<file path="config.mk">
export PLATFORM = sky130hd
export DESIGN_NAME = psum_store_ctrl
export DESIGN_NICKNAME = d
export VERILOG_FILES = /design/src/rtl/psum_store_ctrl.sv
export SDC_FILE = /design/constraint.sdc
export NUM_CORES = 1
export LEC_CHECK = 0
export CAP_MARGIN = 20
export CORE_ASPECT_RATIO = 1.4
export CORE_MARGIN = 3
export CORE_UTILIZATION = 45
export CTS_BUF_LIST = sky130_fd_sc_hd__clkbuf_8
export DETAILED_ROUTE_END_ITERATION = 8
export GPL_TIMING_DRIVEN = 0
export PLACE_DENSITY = 0.76
export SLEW_MARGIN = 30
export SYNTH_ARGS = -nofsm -noshare
export SYNTH_HDL_FRONTEND = slang
export SYNTH_SLANG_ARGS = --single-unit
</file>
<file path="constraint.sdc">
create_clock -name i_clk -period 10.1 [get_ports i_clk]
set_input_delay 2.02 -clock i_clk [delete_from_list [all_inputs] [get_ports i_clk]]
set_output_delay 2.02 -clock i_clk [all_outputs]
set_load 0.02 [all_outputs]
</file>
<file path="src/rtl/psum_store_ctrl.sv">
// Psum write-back controller: buffers PE-array output psums in a small skid FIFO
// and writes them to the psum GLB in the load controller's address order, with optional ReLU.
module psum_store_ctrl #(
  parameter int unsigned DATA_W     = 16,
  parameter int unsigned FIFO_DEPTH = 4
) (
  input  logic              i_clk,
  input  logic              i_rst,
  input  logic              i_store_start,
  input  logic              i_last_pass,
  input  logic [2:0]        i_layer_n,
  input  logic [4:0]        i_layer_e,
  input  logic [4:0]        i_layer_p,
  input  logic              i_psum_valid,
  input  logic [DATA_W-1:0] i_psum_data,
  output logic              o_psum_ready,
  input  logic              i_glb_busy,
  output logic              o_psum_glb_we,
  output logic [15:0]       o_psum_glb_wa,
  output logic [DATA_W-1:0] o_psum_glb_wd,
  output logic              o_store_done
);
  localparam int unsigned PTR_W  = (FIFO_DEPTH > 1) ? $clog2(FIFO_DEPTH) : 1;
  localparam int unsigned CNT_W  = PTR_W + 1;
  localparam int unsigned ACC_W  = 11;
  localparam int unsigned ADDR_W = 16;

  typedef enum logic [2:0] {IDLE, STORE_SEQ, UPDATE_BASE, UPDATE_BATCH, DONE} state_t;
  state_t state, state_nxt;

  logic [DATA_W-1:0] fifo_mem [FIFO_DEPTH];
  logic [PTR_W-1:0]  wr_ptr, rd_ptr;
  logic [CNT_W-1:0]  fifo_cnt;
  logic [ACC_W-1:0]  acc_cnt;
  logic [4:0]        cnt_p, cnt_e, iter_cnt;
  logic [2:0]        batch_cnt;
  logic              relu;

  logic              fifo_full, fifo_empty, push, pop;
  logic              p_last, e_last, iter_last, batch_last, last_pop;
  logic [ACC_W-1:0]  words_per_iter;
  logic [ADDR_W-1:0] addr_c;
  logic [DATA_W-1:0] rd_data;

  assign fifo_full      = (fifo_cnt == CNT_W'(FIFO_DEPTH));
  assign fifo_empty     = (fifo_cnt == '0);
  assign words_per_iter = ACC_W'(i_layer_e) * ACC_W'(i_layer_p);
  assign o_psum_ready   = (state == STORE_SEQ) && !fifo_full && (acc_cnt < words_per_iter);
  assign push           = i_psum_valid && o_psum_ready;
  assign pop            = (state == STORE_SEQ) && !fifo_empty && !i_glb_busy;

  assign p_last     = (cnt_p == 5'(i_layer_p - 5'd1));
  assign e_last     = (cnt_e == 5'(i_layer_e - 5'd1));
  assign iter_last  = (iter_cnt == 5'(i_layer_e - 5'd1));
  assign batch_last = (batch_cnt == 3'(i_layer_n - 3'd1));
  assign last_pop   = pop && p_last && e_last;

  assign rd_data = fifo_mem[rd_ptr];
  // Same map as the load side: p-major, then e, then the iteration column
  assign addr_c = ADDR_W'(cnt_p) * ADDR_W'(i_layer_e) * ADDR_W'(i_layer_e)
                + ADDR_W'(cnt_e) * ADDR_W'(i_layer_e)
                + ADDR_W'(iter_cnt);

  assign o_store_done = (state == DONE);

  // State register
  always_ff @(posedge i_clk) begin
    if (i_rst) state <= IDLE;
    else       state <= state_nxt;
  end

  // Next-state logic
  always_comb begin
    state_nxt = state;
    case (state)
      IDLE:         if (i_store_start) state_nxt = STORE_SEQ;
      STORE_SEQ:    if (last_pop) state_nxt = UPDATE_BASE;
      UPDATE_BASE:  state_nxt = iter_last ? UPDATE_BATCH : IDLE;
      UPDATE_BATCH: state_nxt = batch_last ? DONE : IDLE;
      DONE:         state_nxt = IDLE;
      default:      state_nxt = IDLE;
    endcase
  end

  // FIFO storage (data needs no reset; occupancy is tracked separately)
  always_ff @(posedge i_clk) begin
    if (push) fifo_mem[wr_ptr] <= i_psum_data;
  end

  always_ff @(posedge i_clk) begin
    if (i_rst) begin
      wr_ptr   <= '0;
      rd_ptr   <= '0;
      fifo_cnt <= '0;
    end else begin
      if (push) wr_ptr <= wr_ptr + PTR_W'(1);
      if (pop)  rd_ptr <= rd_ptr + PTR_W'(1);
      case ({push, pop})
        2'b10:   fifo_cnt <= fifo_cnt + CNT_W'(1);
        2'b01:   fifo_cnt <= fifo_cnt - CNT_W'(1);
        default: fifo_cnt <= fifo_cnt;
      endcase
    end
  end

  // Sequencing counters
  always_ff @(posedge i_clk) begin
    if (i_rst) begin
      acc_cnt   <= '0;
      cnt_p     <= '0;
      cnt_e     <= '0;
      iter_cnt  <= '0;
      batch_cnt <= '0;
      relu      <= 1'b0;
    end else begin
      if ((state == IDLE) && i_store_start) begin
        acc_cnt <= '0;
        cnt_p   <= '0;
        cnt_e   <= '0;
        relu    <= i_last_pass;
      end else begin
        if (push) acc_cnt <= acc_cnt + ACC_W'(1);
        if (pop) begin
          if (p_last) begin
            cnt_p <= '0;
            cnt_e <= e_last ? '0 : cnt_e + 5'd1;
          end else begin
            cnt_p <= cnt_p + 5'd1;
          end
        end
      end
      if (state == UPDATE_BASE)  iter_cnt  <= iter_last ? '0 : iter_cnt + 5'd1;
      if (state == UPDATE_BATCH) batch_cnt <= batch_last ? '0 : batch_cnt + 3'd1;
    end
  end

  // Registered GLB write port; address/data hold when idle
  always_ff @(posedge i_clk) begin
    if (i_rst) begin
      o_psum_glb_we <= 1'b0;
      o_psum_glb_wa <= '0;
      o_psum_glb_wd <= '0;
    end else begin
      o_psum_glb_we <= pop;
      if (pop) begin
        o_psum_glb_wa <= addr_c;
        o_psum_glb_wd <= (relu && rd_data[DATA_W-1]) ? '0 : rd_data;
      end
    end
  end

endmodule

</file>
; ---- Word-level counts from Yosys, hierarchy flattened
; Memory sizes are Yosys's and may differ from the RTL's. A register that Yosys moved wholly into a read port is not among the register bits.
; Index checks and enable logic that the tools add are counted.
[classes]
bitwise_logic = 0
mul = 4
add_sub_neg = 14
eq_ne = 13
shift = 0
muxes = 15
n_reduce_logical = 18
div = 0
magnitude_cmp = 1
[op_table]
columns = cell, count
row1 = 5-bit by 5-bit multiplier with 10-bit output, 3
row2 = 15-bit by 10-bit adder with 16-bit output, 1
row3 = 16-bit by 5-bit adder with 16-bit output, 1
row4 = 16-bit 2-to-1 mux, 1
row5 = 5-bit by 1-bit adder with 5-bit output (second input constant), 3
row6 = 5-bit == test, 3
row7 = 10-bit by 5-bit multiplier with 15-bit output, 1
row8 = 5-bit 2-to-1 mux, 3
row9 = 3-bit 2-to-1 mux, 4
row10 = 3-bit one-hot mux with 4 select lines, 1
row11 = 11-bit by 1-bit adder with 11-bit output (second input constant), 1
row12 = 11-bit by 10-bit < comparator with 1-bit output, 1
row13 = 5-bit by 1-bit subtractor with 5-bit output (second input constant), 2
row14 = 1-bit logical AND, 9
row15 = 3-bit by 1-bit adder with 3-bit output (second input constant), 2
row16 = 3-bit by 2-bit == test with 1-bit output (second input constant), 2
row17 = 3-bit == test (second input constant), 2
row18 = 3-bit logical NOT, 2
row19 = 2-bit 2-to-1 mux, 3
row20 = 3-bit one-hot mux with 2 select lines, 1
row21 = 3-bit by 1-bit subtractor with 3-bit output (second input constant), 2
row22 = 2-bit by 1-bit adder with 2-bit output (second input constant), 2
row23 = 2-bit inequality test (second input constant), 2
row24 = 2-bit AND reduction, 2
row25 = 8 further kinds, 11
[totals]
ramBits = 64
latchBits = 0
elab_cells = 79
register_bits = 73
mem_bits_ro = 0
in_bits = 35
mem_count = 1
output_inout_bits = 35
[memory_table]
columns = name, depth, word_bits, read_ports, rd_ports_with_merged_regs, write_ports, line_no
row1 = fifo_mem, 4, 16, 1, 1, 1, 31  ; logic [DATA_W-1:0] fifo_mem [FIFO_DEPTH];

; ---- Longest topological paths before layout
[depth]
depth_word = 8
depth_mapped = 32
depth_no_buf = 29

; ---- Least setup slack after synthesis
; OpenSTA, ideal clock, no wires.
[synth_path]
path_kind = input to register
startpoint = in i_layer_e[4]
endpoint = reg o_psum_glb_wa[13]
required_ns = 10.038
slack_ns = 0.406
stages = 29
arrival_ns = 9.632
n_path_buf = 3
path_cell_list = clkbuf_1 > buf_1 > nand2_1 > fa_1 > fa_1 > fa_1 > inv_1 > ha_1 > nor2b_1 > o21ai_0 > a21oi_1 > o21a_1 > nor2_1 > mux2_2 > fa_1 > inv_1 > ha_1 > fa_1 > fa_1 > inv_1 > fa_1 > inv_1 > ha_1 > clkbuf_1 > nand4_1 > nor2b_1 > a211oi_1 > or4_1 > nand3_1
[synth_via]
elab_chain_len = 4
elab_cells_between_ends = 5
classes_between = add/sub: 2 / mul: 3
[synth_lines]
columns = item, line_no
row1 = "start, declared", 12  ; input logic [4:0] i_layer_e,
row2 = 5-bit by 5-bit multiplier with 10-bit output, 60  ; assign addr_c = ADDR_W'(cnt_p) * ADDR_W'(i_layer_e) * ADDR_W'(i_layer_e)
row3 = 10-bit by 5-bit multiplier with 15-bit output, 60
row4 = 15-bit by 10-bit adder with 16-bit output (*), 61  ; + ADDR_W'(cnt_e) * ADDR_W'(i_layer_e)
row5 = 16-bit by 5-bit adder with 16-bit output (*), 62  ; + ADDR_W'(iter_cnt);
row6 = "end signal, assigned", 146  ; o_psum_glb_wa <= addr_c;
row7 = "end, declared", 19  ; output logic [15:0] o_psum_glb_wa,
; Every way passes the cells marked *; elsewhere a longest branch is shown, timed or not.
; A chain may end at the register's enable or synchronous reset.

; ---- Worst setup path after layout
[layout_path]
startpoint = in i_layer_e[2]
endpoint = out o_psum_ready
[layout_via]
elab_chain_len = 3
[layout_lines]
columns = item, line_no
row1 = 5-bit by 5-bit multiplier with 10-bit output, 47  ; assign words_per_iter = ACC_W'(i_layer_e) * ACC_W'(i_layer_p);
row2 = 11-bit by 10-bit < comparator with 1-bit output, 48  ; assign o_psum_ready = (state == STORE_SEQ) && !fifo_full && (acc_cnt < words_per_iter);
row3 = 1-bit logical AND, 48
row4 = "end, declared", 16  ; output logic o_psum_ready,
; No other way between the ends.

==> impl_metrics.json <==
{
  "period_needed_ns": 9.68,
  "startpoint_type": "input port",
  "hpwl_um": 17800,
  "wl_per_cell_um": 15.7,
  "internal_power_uw": 899,
  "r2r_slack_ns": 2.09,
  "gr-total-overflow": 0,
  "synth.distinct_cells": 52,
  "clock_skew_ns": 0.0111,
  "p_sw_share_pct": 24.8,
  "p_per_area_nw_per_um2": 102,
  "dr.pass1.iters": 5,
  "clkTransAtPathRegs_ns": 0.07,
  "maxSlewHeadroom_pct": 41.8,
  "grt_pass1_wl_um": 38000,
  "placed_cells": 1398,
  "holdWs_ns": 0.460,
  "synthFlopType": "dfxtp_1",
  "synth_nets": 1249,
  "grt_max_degree": 17,
  "status": "complete, no violations",
  "grt_usage_pct": 19.4,
  "grt_pass1_vias": 7966,
  "cap_violations": 0,
  "crit_path_max_fanout": 10,
  "total_leakage_power_uw": 0.00510,
  "final_cells": 1430,
  "io_pins": 70,
  "finalHoldViolCount": 0,
  "cts.sink_count": 139,
  "rsz0062_at_grt": "false",
  "clkPwrFrac_pct": 36.1,
  "syn_to_final_growth_pct": 14.5,
  "arrival_ns": 7.66,
  "clkLatencyLatePin_ns": 0.44,
  "setup_violations": 0,
  "slew_viol_final": 0,
  "num_rows": 64,
  "ys_seq_elements": 139,
  "avgViaCountPerCell": 5.21,
  "netlist_area_sq_um": 10200,
  "antenna_cells": 0,
  "h-tree-depth": 4,
  "synthCells": 1035,
  "root_buffer": "clkbuf_8",
  "crit_type": "in2out",
  "synth_edf_count": 64,
  "layout-drive-gt1-share_pct": 6.09,
  "route.antenna.remaining_nets": 0,
  "multi_input_area_sq_um": 6110,
  "ir_worst_vdd_mv": 0.170,
  "dpl_cell_area_sq_um": 11300,
  "postSynthAreaPerCell_sq_um": 9.90,
  "die_y_um": 185,
  "dr.first_iter.drc_count": 328,
  "p_comb_share_pct": 13.6,
  "grt_antenna_before_repair": 0,
  "postLayoutCellArea_sq_um": 11700,
  "nets": 1334,
  "tritoncts": "done",
  "cts_buffers": 17,
  "die-area_sq_um": 24600,
  "initial_core_util_pct": 46.3,
  "drc": 0,
  "num_vias": 7456,
  "ys_warn_count": 0,
  "total_power_uw": 1200,
  "fmax_mhz": 103,
  "synth-seq-area-share_pct": 33.4,
  "p_seq_share_pct": 50.3,
  "seq_area_sq_um": 3420,
  "place.gp.congestion": 0.875,
  "worstMarginPinSlew_ns": 0.874,
  "clockBufferDepth": 2,
  "final_util_pct": 53.1,
  "worstSetupEndpointType": "output port",
  "ys_async_sr_fraction_pct": 0,
  "hold_path.class": "reg2reg",
  "cp.required_ns": 8.08,
  "numPortBuffers": 66,
  "wl_um": 22500,
  "die-width_um": 134,
  "finalCritPeriodShare_pct": 95.9,
  "nFillCells": 1986,
  "core-area_sq_um": 22100,
  "switchingPower_uw": 297
}
==> layout make-up <==
class | count | area share [%]
tap | 297 | 3.17
sequential | 139 | 29.2
timing repair buffer | 67 | 5.72
clock buffer | 20 | 2.35
clock inverter | 12 | 0.917
buffer | 49 | 2.10
inverter | 139 | 4.47
multi-input combinational | 707 | 52.1
==> cell families after synthesis <==
family	Yosys count	share of synthesized area, %
xor gates and xnor gates	60	5.26
adders and majority gates	179	27.1
AOI/OAI and AO/OA	114	6.94
and+or+nand+nor	330	15.8
buffers and inverters	189	7.10
DFF	139	33.4
muxes	24	4.32
==> worst max-delay path, cell delays in order <==
cell and delay, ns:
clkdlybuf4s50_1 0.55, buf_4 0.22, buf_2 0.29, nand2_1 0.11, fa_1 0.48, fa_1 0.54
fa_1 0.55, inv_1 0.04, ha_1 0.32, nor2b_1 0.14, o21a_1 0.18, o21ai_0 0.14
nand2b_1 0.07, a21oi_1 0.18, xor2_1 0.11, ha_1 0.30, nand4b_1 0.13, nor3_1 0.21
o2bb2ai_1 0.21, clkbuf_4 0.27, nor2_1 0.06, clkdlybuf4s50_1 0.54
==> routing by layer <==
layer	share of wire, %	vias to the layer above	GRT usage [%]
met5	0	-	0
met4	4.1	0	9.59
met3	4.3	57	3.06
met2	53	188	35.5
met1	39	3597	21.9
li1	-	3614	-
==> through the flow <==
stage	setup TNS (ns)	setup slack (ns)
2_1_floorplan	0	0.406
3_3_place_gp	-6.78	-1.16
3_5_place_dp	-7.73	-1.29
4_1_cts	0	0.0822
5_1_grt	0	0.00857
6_report	0	0.418
==> power by group through the flow <==
stage	logic (uW)	clock network (uW)	registers (uW)
finish	162	432	601
global route	183	468	602
CTS	163	440	601
detailed placement	161	0	614
global placement	157	0	613
floorplan	104	0	615
==> timing repair <==
action                                  in CTS  in global routing
hold buffers                                 0                  0
gates resized for setup                     14                 25
setup buffers                                0                  1
endpoints found under the setup margin       8                  5
pin swaps                                    0                  1
==> cell usage in the layout (no fill, tap or decap), types with 12 or more instances in the layout <==
cell | synthesis | routed
o21ai_0 | 17 | 16
edfxtp_1 | 64 | 64
dfxtp_1 | 75 | 75
nor3_1 | 16 | 16
nand2_1 | 105 | 105
a22oi_1 | 16 | 16
clkdlybuf4s50_1 | 0 | 65
xnor2_1 | 34 | 34
clkbuf_1 | 45 | 33
nor2_1 | 76 | 75
ha_1 | 107 | 107
xor2_1 | 25 | 25
inv_1 | 138 | 142
nand3_1 | 12 | 12
clkbuf_8 | 0 | 20
and2_1 | 58 | 58
a21oi_1 | 43 | 43
mux4_2 | 16 | 16
fa_1 | 72 | 72
==> Yosys cell counts, drive strengths merged, types with 8 or more instances <==
master,n,share of area (%)
nor2,76,2.8
clkbuf,45,1.6
inv,139,5.1
a22oi,16,1.2
edfxtp,64,19
xor2,25,2.1
nand2b,9,0.55
a21oi,43,2.1
nand2,105,3.8
nor2b,8,0.49
fa,72,14
nand3,12,0.59
o21ai,17,0.83
ha,107,13
dfxtp,75,15
and2,58,3.5
mux4,16,3.5
xnor2,34,2.9
nor3,16,0.78
nand4,10,0.61
==> registers in the layout (all words and copies together) (netlist names), named ones only <==
name	flops
state	3
rd_ptr	2
o_psum_glb_wa	16
relu	1
acc_cnt	11
batch_cnt	3
fifo_cnt	3
cnt_p	5
wr_ptr	2
iter_cnt	5
o_psum_glb_we	1
cnt_e	5
o_psum_glb_wd	16
fifo_mem	64
==> final timing paths <==
kind                          from                 to  depth (start not counted)
hold / removal    o_psum_glb_wa[7]   o_psum_glb_wa[7]                          2
hold reg to reg   o_psum_glb_wa[7]   o_psum_glb_wa[7]                          2
setup / recovery      i_layer_e[2]       o_psum_ready                         22
setup reg to reg          cnt_p[0]  o_psum_glb_wa[14]                         29
No activity file was read; power rests on OpenSTA's default activity.
